[config.mk]
export PLATFORM = sky130hd
export DESIGN_NAME = wbnpriarb
export DESIGN_NICKNAME = d
export VERILOG_FILES = /design/src/rtl/wbnpriarb.sv
export SDC_FILE = /design/constraint.sdc
export NUM_CORES = 1
export LEC_CHECK = 0
export ABC_AREA = 1
export CAP_MARGIN = 20
export CORE_AREA = 10 10 137 76
export DETAILED_ROUTE_END_ITERATION = 16
export DIE_AREA = 0 0 147 86
export PLACE_DENSITY = 0.93
export SYNTH_ARGS = -nofsm -noshare
export SYNTH_HDL_FRONTEND = slang
export SYNTH_SLANG_ARGS = --single-unit
[constraint.sdc]
create_clock -name i_clk -period 5.4 [get_ports i_clk]
set_input_delay 1.35 -clock i_clk [delete_from_list [all_inputs] [get_ports i_clk]]
set_output_delay 1.35 -clock i_clk [all_outputs]
set_load 0.005 [all_outputs]
[src/rtl/wbnpriarb.sv]
// wbnpriarb: N-master pipelined Wishbone (B4) arbiter with global/local cycle lines.
// The grant is held for a master's whole cycle and parks on the last owner.
// An outstanding-request counter throttles the owner and drops stale acks.
// Build option: define ZIPARB_ROUNDROBIN_EN for round-robin arbitration
// (the default build uses fixed priority, lowest index wins).
module wbnpriarb #(
  parameter int unsigned NM               = 3,
  parameter int unsigned AW               = 30,
  parameter int unsigned DW               = 32,
  parameter int unsigned LGOUT            = 4,
  parameter bit          OPT_ZERO_ON_IDLE = 1'b0
) (
  input  logic                    i_clk,
  input  logic                    i_reset,
  input  logic [NM-1:0]           i_mcyc_gbl,
  input  logic [NM-1:0]           i_mcyc_lcl,
  input  logic [NM-1:0]           i_mstb_gbl,
  input  logic [NM-1:0]           i_mstb_lcl,
  input  logic [NM-1:0]           i_mwe,
  input  logic [NM*AW-1:0]        i_maddr,
  input  logic [NM*DW-1:0]        i_mdata,
  input  logic [NM*(DW/8)-1:0]    i_msel,
  output logic [NM-1:0]           o_mstall,
  output logic [NM-1:0]           o_mack,
  output logic [NM-1:0]           o_merr,
  output logic                    o_wb_gbl_cyc,
  output logic                    o_wb_lcl_cyc,
  output logic                    o_wb_gbl_stb,
  output logic                    o_wb_lcl_stb,
  output logic                    o_wb_we,
  output logic [AW-1:0]           o_wb_addr,
  output logic [DW-1:0]           o_wb_data,
  output logic [DW/8-1:0]         o_wb_sel,
  input  logic                    i_wb_stall,
  input  logic                    i_wb_ack,
  input  logic                    i_wb_err,
  output logic [$clog2(NM)-1:0]   o_grant,
  output logic                    o_busy
);

  localparam int unsigned GW = $clog2(NM);
  localparam int unsigned SW = DW / 8;

  localparam logic [0:0] StIdle  = 1'b0;
  localparam logic [0:0] StOwned = 1'b1;

  logic [GW-1:0]    owner_q, owner_d, winner;
  logic [0:0]       state_q, state_d;
  logic             rst_q;
  logic [LGOUT-1:0] cnt_q, cnt_d;

  logic [NM-1:0] req;
  logic          any_req, granted, active, full, accept, ack_fwd, err_fwd;
  logic          own_cyc_g, own_cyc_l, own_stb_g, own_stb_l, own_we;
  logic [AW-1:0] own_addr;
  logic [DW-1:0] own_data;
  logic [SW-1:0] own_sel;

  assign req     = i_mcyc_gbl | i_mcyc_lcl;
  assign any_req = |req;

  // Select the current owner's request signals
  always_comb begin
    own_cyc_g = 1'b0;
    own_cyc_l = 1'b0;
    own_stb_g = 1'b0;
    own_stb_l = 1'b0;
    own_we    = 1'b0;
    own_addr  = '0;
    own_data  = '0;
    own_sel   = '0;
    for (int k = 0; k < NM; k++) begin
      if (GW'(k) == owner_q) begin
        own_cyc_g = i_mcyc_gbl[k];
        own_cyc_l = i_mcyc_lcl[k];
        own_stb_g = i_mstb_gbl[k];
        own_stb_l = i_mstb_lcl[k];
        own_we    = i_mwe[k];
        own_addr  = i_maddr[k*AW +: AW];
        own_data  = i_mdata[k*DW +: DW];
        own_sel   = i_msel[k*SW +: SW];
      end
    end
  end

`ifdef ZIPARB_ROUNDROBIN_EN
  // Round robin: first requester after the owner, owner itself searched last
  always_comb begin
    winner = owner_q;
    for (int i = NM; i >= 1; i--) begin
      if (req[(int'(owner_q) + i) % NM]) winner = GW'((int'(owner_q) + i) % NM);
    end
  end
`else
  // Fixed priority: lowest requesting index wins
  always_comb begin
    winner = owner_q;
    for (int k = NM - 1; k >= 0; k--) begin
      if (req[k]) winner = GW'(k);
    end
  end
`endif

  // Owner passes through when frozen, or when it also wins arbitration while idle
  assign granted = (own_cyc_g | own_cyc_l) & ((state_q == StOwned) | (winner == owner_q));
  assign active  = granted & ~i_reset & ~rst_q;
  assign full    = &cnt_q;
  assign accept  = active & ~full & (own_stb_g | own_stb_l) & ~i_wb_stall;
  // Acks with nothing outstanding belong to an abandoned cycle
  assign ack_fwd = active & i_wb_ack & (cnt_q != '0);
  assign err_fwd = active & i_wb_err;

  // Bus-side pass-through
  always_comb begin
    o_wb_gbl_cyc = active & own_cyc_g;
    o_wb_lcl_cyc = active & own_cyc_l;
    o_wb_gbl_stb = active & ~full & own_stb_g;
    o_wb_lcl_stb = active & ~full & own_stb_l;
    if (OPT_ZERO_ON_IDLE && !active) begin
      o_wb_we   = 1'b0;
      o_wb_addr = '0;
      o_wb_data = '0;
      o_wb_sel  = '0;
    end else begin
      o_wb_we   = own_we;
      o_wb_addr = own_addr;
      o_wb_data = own_data;
      o_wb_sel  = own_sel;
    end
    o_grant = i_reset ? '0 : owner_q;
    o_busy  = active;
  end

  // Master-side stall and response routing
  always_comb begin
    o_mstall = '1;
    o_mack   = '0;
    o_merr   = '0;
    for (int k = 0; k < NM; k++) begin
      if (active && (GW'(k) == owner_q)) begin
        o_mstall[k] = i_wb_stall | full;
        o_mack[k]   = ack_fwd;
        o_merr[k]   = err_fwd;
      end
    end
  end

  // Next owner/state and outstanding count
  always_comb begin
    owner_d = owner_q;
    state_d = active ? StOwned : StIdle;
    // A newly chosen owner is reserved so it passes through on its next cycle
    if (!active && any_req && (winner != owner_q)) begin
      owner_d = winner;
      state_d = StOwned;
    end
    if (!active || i_wb_err) cnt_d = '0;
    else                     cnt_d = cnt_q + LGOUT'(accept) - LGOUT'(ack_fwd);
  end

  // State registers with synchronous reset
  always_ff @(posedge i_clk) begin
    if (i_reset) begin
      owner_q <= '0;
      state_q <= StIdle;
      cnt_q   <= '0;
      rst_q   <= 1'b1;
    end else begin
      owner_q <= owner_d;
      state_q <= state_d;
      cnt_q   <= cnt_d;
      rst_q   <= 1'b0;
    end
  end

endmodule

==> reports/results.tsv, run 1 <==
metric	value	unit
setup violators final	0	
mean area per synthesized cell	4.79	um^2
CP startpoint	i_mcyc_gbl[2]	
slowest CP cell	clkdlybuf4s50_1	
number of I/O pins	301	
PwrDens	300	nW/um^2
CP Cell Sequence	clkdlybuf4s50_1 -> nor2_1 -> nand2_1 -> nand2_1 -> nand3_1 -> nand2_1 -> nand2_1 -> a21oi_4 -> inv_2 -> nor3_2 -> clkdlybuf4s50_1	
Critical Path RT	4.05	ns
setup bufs post-CTS	0	
post-CTS sizing	0	
sequential fraction of the synthesis area	8.14	%
Slew @ Worst Pin	0.656	ns
clock skew	0.00390	ns
worst hold path type	register to register	
Netlist Area Pre-Place	1970	um^2
RSZ-0062 raised after global routing	no	
CTS buffer count	3	
DP Area	5050	um^2
Post-DP HPWL	12.6	mm
antenna violations before repair	0	
share of cells above drive strength 1	3.31	%
post-synth top area share	42.7	%
Worst EP arrival	3.50	ns
H-tree depth	1	
Setup CP Type	input port to primary output	
Slew Limit Fails	0	
RePlAce Congestion	0.979	
Hold-fix buffers, CTS	0	
first-pass GRT wire length	21.1	mm
CP top delay family	buffers and inverters	
vias in the first global route	3686	
Post-synth ARST share	0	%
Max Cap Viol	0	
wire per inst	17.8	um
synthesis-stage register bit count	8	
Final Hold Viols	0	
R2R depth	11	
fmax	0.206	GHz
library cells used by synthesis	28	
WL final	14.4	mm
input/output buffers	300	
total grt overflow	0	
All-Layer GR Usage	20.5	%
worst hold slack	0.630	ns
starting density of the core	24.9	%
area grow syn2layout	161	%
Final #Nets	922	
largest net degree at the start of global routing	48	
Worst Path Max Fanout	9	
Sum Neg Setup Slack	0	ns
worst vdd ir	0.000183	V
Die ar.	12600	um^2
Syn Inst Count	411	
WP buf/inv	3	
Leakage	2.16	nW
Hold Path Stages	3	
height of the die	86	um
total design power	1.54	mW
Hold Startpoint	cnt_q[0]	
DR pass1 iterations	5	
warnings from Yosys	0	
fill count	692	
Stages on worst setup path	11	
Vias	3700	
syn_nets	636	
row count	23	
Critical Path Max Stage Delay	0.53	ns
clk sinks	8	
Core Box Area	7910	um^2
CTS clock-pin slew for the worst setup and hold paths	0.03	ns
Post-synth EDFFs	0	
Tmin final	4.85	ns
number of antenna-violating nets in the routed design	0	
cell taking the most area after synthesis	nand2_1	
Post-synth top flop	dfxtp_1	
chip width	147	um
crit path launch type	input port	
CP dominant cell by count	nand2_1	
drt drc	0	
status	finished, final reports clean	
Final Cycle Share	89.8	%
root buffer cell	clkbuf_16	
worst-skew pair later-pin latency	0.23	ns
Final Instance Area	5130	um^2
Rel. slew slack	56.1	%
Diodes inserted	0	
Crit. End Element	primary output	
CTS tree	built	
Area contributors post-synth	nand2_1 (43%), nand3_1 (20%), dfxtp_1 (8.1%), nor2_1 (4.2%), ha_1 (3.8%)	
drt first-iter violations	236	
Worst R2R Start	owner_q[1]	
clk buf depth	2	
Via-to-Cell Ratio	4.58	
logic make-up after synthesis:
kind of cell / after synthesis / share of synthesized area (%)
fa+ha+maj: 7 / 4.83
compound gates: 13 / 4.77
xor+xnor: 1 / 0.445
buf+inv: 47 / 10.7
simple gates: 335 / 71.1
flops: 8 / 8.14
final cells by class:
class | count | area, um^2 | area share [%]
clock buffers | 3 | 75.1 | 1.46
inverters | 24 | 100 | 1.95
multi-input cells | 356 | 1610 | 31.3
well taps | 112 | 140 | 2.73
repair buffers | 304 | 3050 | 59.4
flip-flops and latches | 8 | 160 | 3.12
power breakdown:
group	leakage, nW	total, mW	internal, mW	switching [mW]
Sequential	0.0655	0.0865	0.0672	0.0193
Combinational	2.06	1.33	0.719	0.608
Clock	0.0370	0.123	0.0954	0.0276
flip-flops by register name, indices dropped and copies added (netlist names):
signal	cells
rst_q	1
owner_q	2
cnt_q	4
state_q	1
tightest hold or removal path: cells and delay by family, from the launching register on:
family,cells,cell delay (ns)
adder cells (fa/ha/maj),1,0.14
buffers and inverters,1,0.03
flip-flops,1,0.34
AND/OR/NAND/NOR,1,0.08
per-stage QoR:
| step | std cells | setup WS [ns] | utilization [%] |
|---|---|---|---|
| 2_1_floorplan | 411 | 1.73 | - |
| 3_3_place_gp | 804 | 0.618 | 63.9 |
| 3_5_place_dp | 804 | 0.591 | 63.9 |
| 4_1_cts | 807 | 0.590 | 64.8 |
| 5_1_grt | 807 | 0.384 | 64.8 |
| 6_report | 807 | 0.551 | 64.8 |
cells in the mapped netlist (3+ instances only):
cell type	number
a21oi_1	5
nor3_2	3
ha_1	6
nand3_1	78
clkbuf_1	14
inv_1	20
nand2_1	224
dfxtp_1	8
buf_2	7
nor2_1	22
final timing paths:
check / to / slack [ns]
max: o_merr[1] / 0.55
min: cnt_q[0] / 0.63
max reg2reg: cnt_q[2] / 2.30
min reg2reg: cnt_q[0] / 0.63
routing by layer:
| metal | up-vias | global-route usage, % | share of wire, % |
|---|---|---|---|
| li1 | 1864 | - | - |
| met1 | 1636 | 21.1 | 35 |
| met2 | 176 | 41.1 | 55 |
| met3 | 24 | 4.77 | 6.9 |
| met4 | 0 | 5.37 | 2.3 |
| met5 | - | 0 | 0 |
placed cells by master, fill, tap and decap left out:
| cell type | instances |
|---|---|
| clkdlybuf4s50_1 | 300 |
| nand2_1 | 224 |
| nand3_1 | 78 |
| nor2_1 | 22 |
| inv_1 | 20 |
| dfxtp_1 | 8 |
| ha_1 | 6 |
| a21oi_1 | 5 |
| nor3_2 | 3 |
| clkbuf_16 | 3 |
| buf_4 | 3 |
| inv_6 | 2 |
| o21ai_0 | 2 |
| nor2_4 | 2 |
| nand2_2 | 2 |
| inv_2 | 2 |
| nand2_4 | 1 |
| a21oi_4 | 1 |
| nor3b_1 | 1 |
| a22o_1 | 1 |
| o221ai_1 | 1 |
| nand4_1 | 1 |
| o21ai_2 | 1 |
| o21bai_1 | 1 |
| xnor2_1 | 1 |
| a21oi_2 | 1 |
| or2_2 | 1 |
| fa_1 | 1 |
| buf_12 | 1 |
Note: power is estimated with default switching activity, not from simulation.
==> run 2, diff against run 1 <==
Settings changed: CORE_AREA 10 10 137 76 to 8 8 135 74, DIE_AREA 0 0 147 86 to 0 0 143 82, HOLD_SLACK_MARGIN set to 0.15.
==> run 2 against run 1 <==
Utilization is 2.6 points lower; first-iteration DRC count shrank 12%; critical path depth did not move; largest power group unchanged.
==> reports/results.tsv, run 2 (same netlist as run 1, synthesis figures left out) <==
metric	value	unit	change
Leakage	2.16	nW	about the same
Diodes inserted	0		unchanged
chip width	143	um	was 147 um
share of cells above drive strength 1	3.31	%	unchanged
clk sinks	8		unchanged
Slew @ Worst Pin	0.692	ns	was 0.656 ns
drt drc	0		unchanged
Die ar.	11700	um^2	was 12,600 um^2
area occupied by multi-input gates	1610	um^2	unchanged
DP Area	5040	um^2	was 5050 um^2
largest registers	cnt_q (4), owner_q (2)		unchanged
Hold Startpoint	cnt_q[0]		unchanged
status	finished, final reports clean		unchanged
CTS buffer count	3		unchanged
number of antenna-violating nets in the routed design	0		unchanged
Core Box Area	8260	um^2	was 7910 um^2
Final Cycle Share	90.5	%	was 89.8%
Biggest register	cnt_q		unchanged
worst slack at placement	0.527	ns	was 0.591 ns
Worst EP arrival	3.54	ns	was 3.50 ns
CP top delay family	buffers and inverters		unchanged
WP buf/inv	2		was 3
input/output buffers	300		unchanged
placed cell count	808		was 804
most frequent cells in the layout	clkdlybuf4s50_1 (300), nand2_1 (224), nand3_1 (78), nor2_1 (22), inv_1 (20)		unchanged
Worst R2R Start	owner_q[1]		unchanged
worst hold path type	register to register		unchanged
Crit. End Element	primary output		unchanged
Final Hold Viols	0		unchanged
drt first-iter violations	207		was 236
max reg flops	4		unchanged
CP startpoint	i_mcyc_gbl[2]		unchanged
H-tree depth	1		unchanged
CP Cell Sequence	clkdlybuf4s50_1 -> nor2_1 -> nand2_1 -> nand2_1 -> nand3_1 -> nand2_1 -> nand2_1 -> a21oi_4 -> nand2_2 -> nor2_1 -> clkdlybuf4s50_1		was clkdlybuf4s50_1 -> nor2_1 -> nand2_1 -> nand2_1 -> nand3_1 -> nand2_1 -> nand2_1 -> a21oi_4 -> inv_2 -> nor3_2 -> clkdlybuf4s50_1
clk buf depth	2		unchanged
Rel. slew slack	53.7	%	was 56.1%
area grow syn2layout	161	%	about the same
starting density of the core	23.8	%	was 24.9%
GR peak layer	met2		unchanged
first-pass GRT wire length	20.3	mm	was 21.1 mm
Slew Limit Fails	0		unchanged
clock skew	0.00103	ns	was 0.00390 ns
final worst setup slack	0.515	ns	was 0.551 ns
CP dominant cell by count	nand2_1		unchanged
largest net degree at the start of global routing	70		was 48
setup violators final	0		unchanged
Vias	3815		was 3,700
wire per inst	17.7	um	was 17.8 um
total grt overflow	0		unchanged
Via-to-Cell Ratio	4.70		was 4.58
Final Instance Area	5130	um^2	about the same
antenna violations before repair	1		was 0
crit path launch type	input port		unchanged
Final #Nets	922		unchanged
CTS clock-pin slew for the worst setup and hold paths	0.04	ns	was 0.03 ns
Hold-fix buffers, CTS	0		unchanged
met2 global-route usage	39.6	%	was 41.1%
met1 Use GR	24.6	%	was 21.1%
vias in the first global route	3704		was 3,686
Layout Cells excl Fill	812		was 807
setup bufs post-CTS	0		unchanged
All-Layer GR Usage	21.9	%	was 20.5%
post-CTS sizing	0		unchanged
total design power	1.55	mW	was 1.54 mW
DR pass1 iterations	4		was 5
fill count	719		was 692
CTS tree	built		unchanged
number of I/O pins	301		unchanged
RSZ-0062 raised after global routing	no		unchanged
slowest CP cell	clkdlybuf4s50_1		unchanged
worst vdd ir	0.000139	V	was 0.000183 V
row count	24		was 23
Tmin final	4.89	ns	was 4.85 ns
Max Cap Viol	0		unchanged
Post-DP HPWL	12.3	mm	was 12.6 mm
met3 Track Usage GR	7.25	%	was 4.77%
Sum Neg Setup Slack	0	ns	unchanged
Reg area	160	um^2	unchanged
height of the die	82	um	was 86 um
root buffer cell	clkbuf_16		unchanged
Critical Path RT	4.05	ns	about the same
PwrDens	301	nW/um^2	was 300 nW/um^2
RePlAce Congestion	0.998		was 0.979
WL final	14.4	mm	about the same
worst-skew pair later-pin latency	0.23	ns	about the same
most common cell after layout, fill and taps aside	clkdlybuf4s50_1		unchanged
Setup CP Type	input port to primary output		unchanged
Critical Path Max Stage Delay	0.54	ns	was 0.53 ns
fmax	0.205	GHz	was 0.206 GHz
Worst Path Max Fanout	9		unchanged
## run 2: final timing paths
| check | slack [ns] | endpoint | depth (start not counted) |
|---|---|---|---|
| worst max-delay path | 0.51 | o_mack[0] | 11 |
| worst min-delay path | 0.66 | cnt_q[0] | 3 |
| worst max register to register | 2.30 | cnt_q[2] | 13 |
| worst min register to register | 0.66 | cnt_q[0] | 3 |
## run 2: power breakdown
group,leakage (nW),internal [mW],switching [mW],total (mW)
registers,0.0655,0.0672,0.0195,0.0867
logic,2.06,0.719,0.620,1.34
clock network,0.0370,0.0953,0.0268,0.122
total,2.16,0.881,0.666,1.55
## run 2: routing by layer
layer | vias to the layer above | part of all wire, %
met3 | 26 | 10
li1 | 1863 | -
met2 | 202 | 50
met5 | - | 0.090
met4 | 2 | 2.0
met1 | 1722 | 38
## run 2: layout make-up
cell class / count / share of cell area (%)
well taps: 117 / 2.85
clock buffers: 3 / 1.46
repair buffers: 304 / 59.3
inverters: 24 / 1.95
multi-input cells: 356 / 31.3
flip-flops and latches: 8 / 3.12
## run 2: stage by stage
stage | util (%) | hold slack [ns]
4_1_cts | 61.9 | 0.662
2_1_floorplan | - | 0.591
3_3_place_gp | 61.0 | 0.615
5_1_grt | 62.2 | 0.689
6_report | 62.2 | 0.661
3_5_place_dp | 61.0 | 0.652
## run 2: worst register-to-register path: stages, from the launching register on
cell	delay [ns]
dfxtp_1	0.64
nor2_4	0.26
nand2_1	0.13
nand3_1	0.14
nand2_1	0.10
nand2_1	0.10
a21oi_4	0.30
nand4_1	0.15
ha_1	0.31
inv_1	0.04
ha_1	0.20
fa_1	0.41
xnor2_1	0.17
nor2_1	0.06
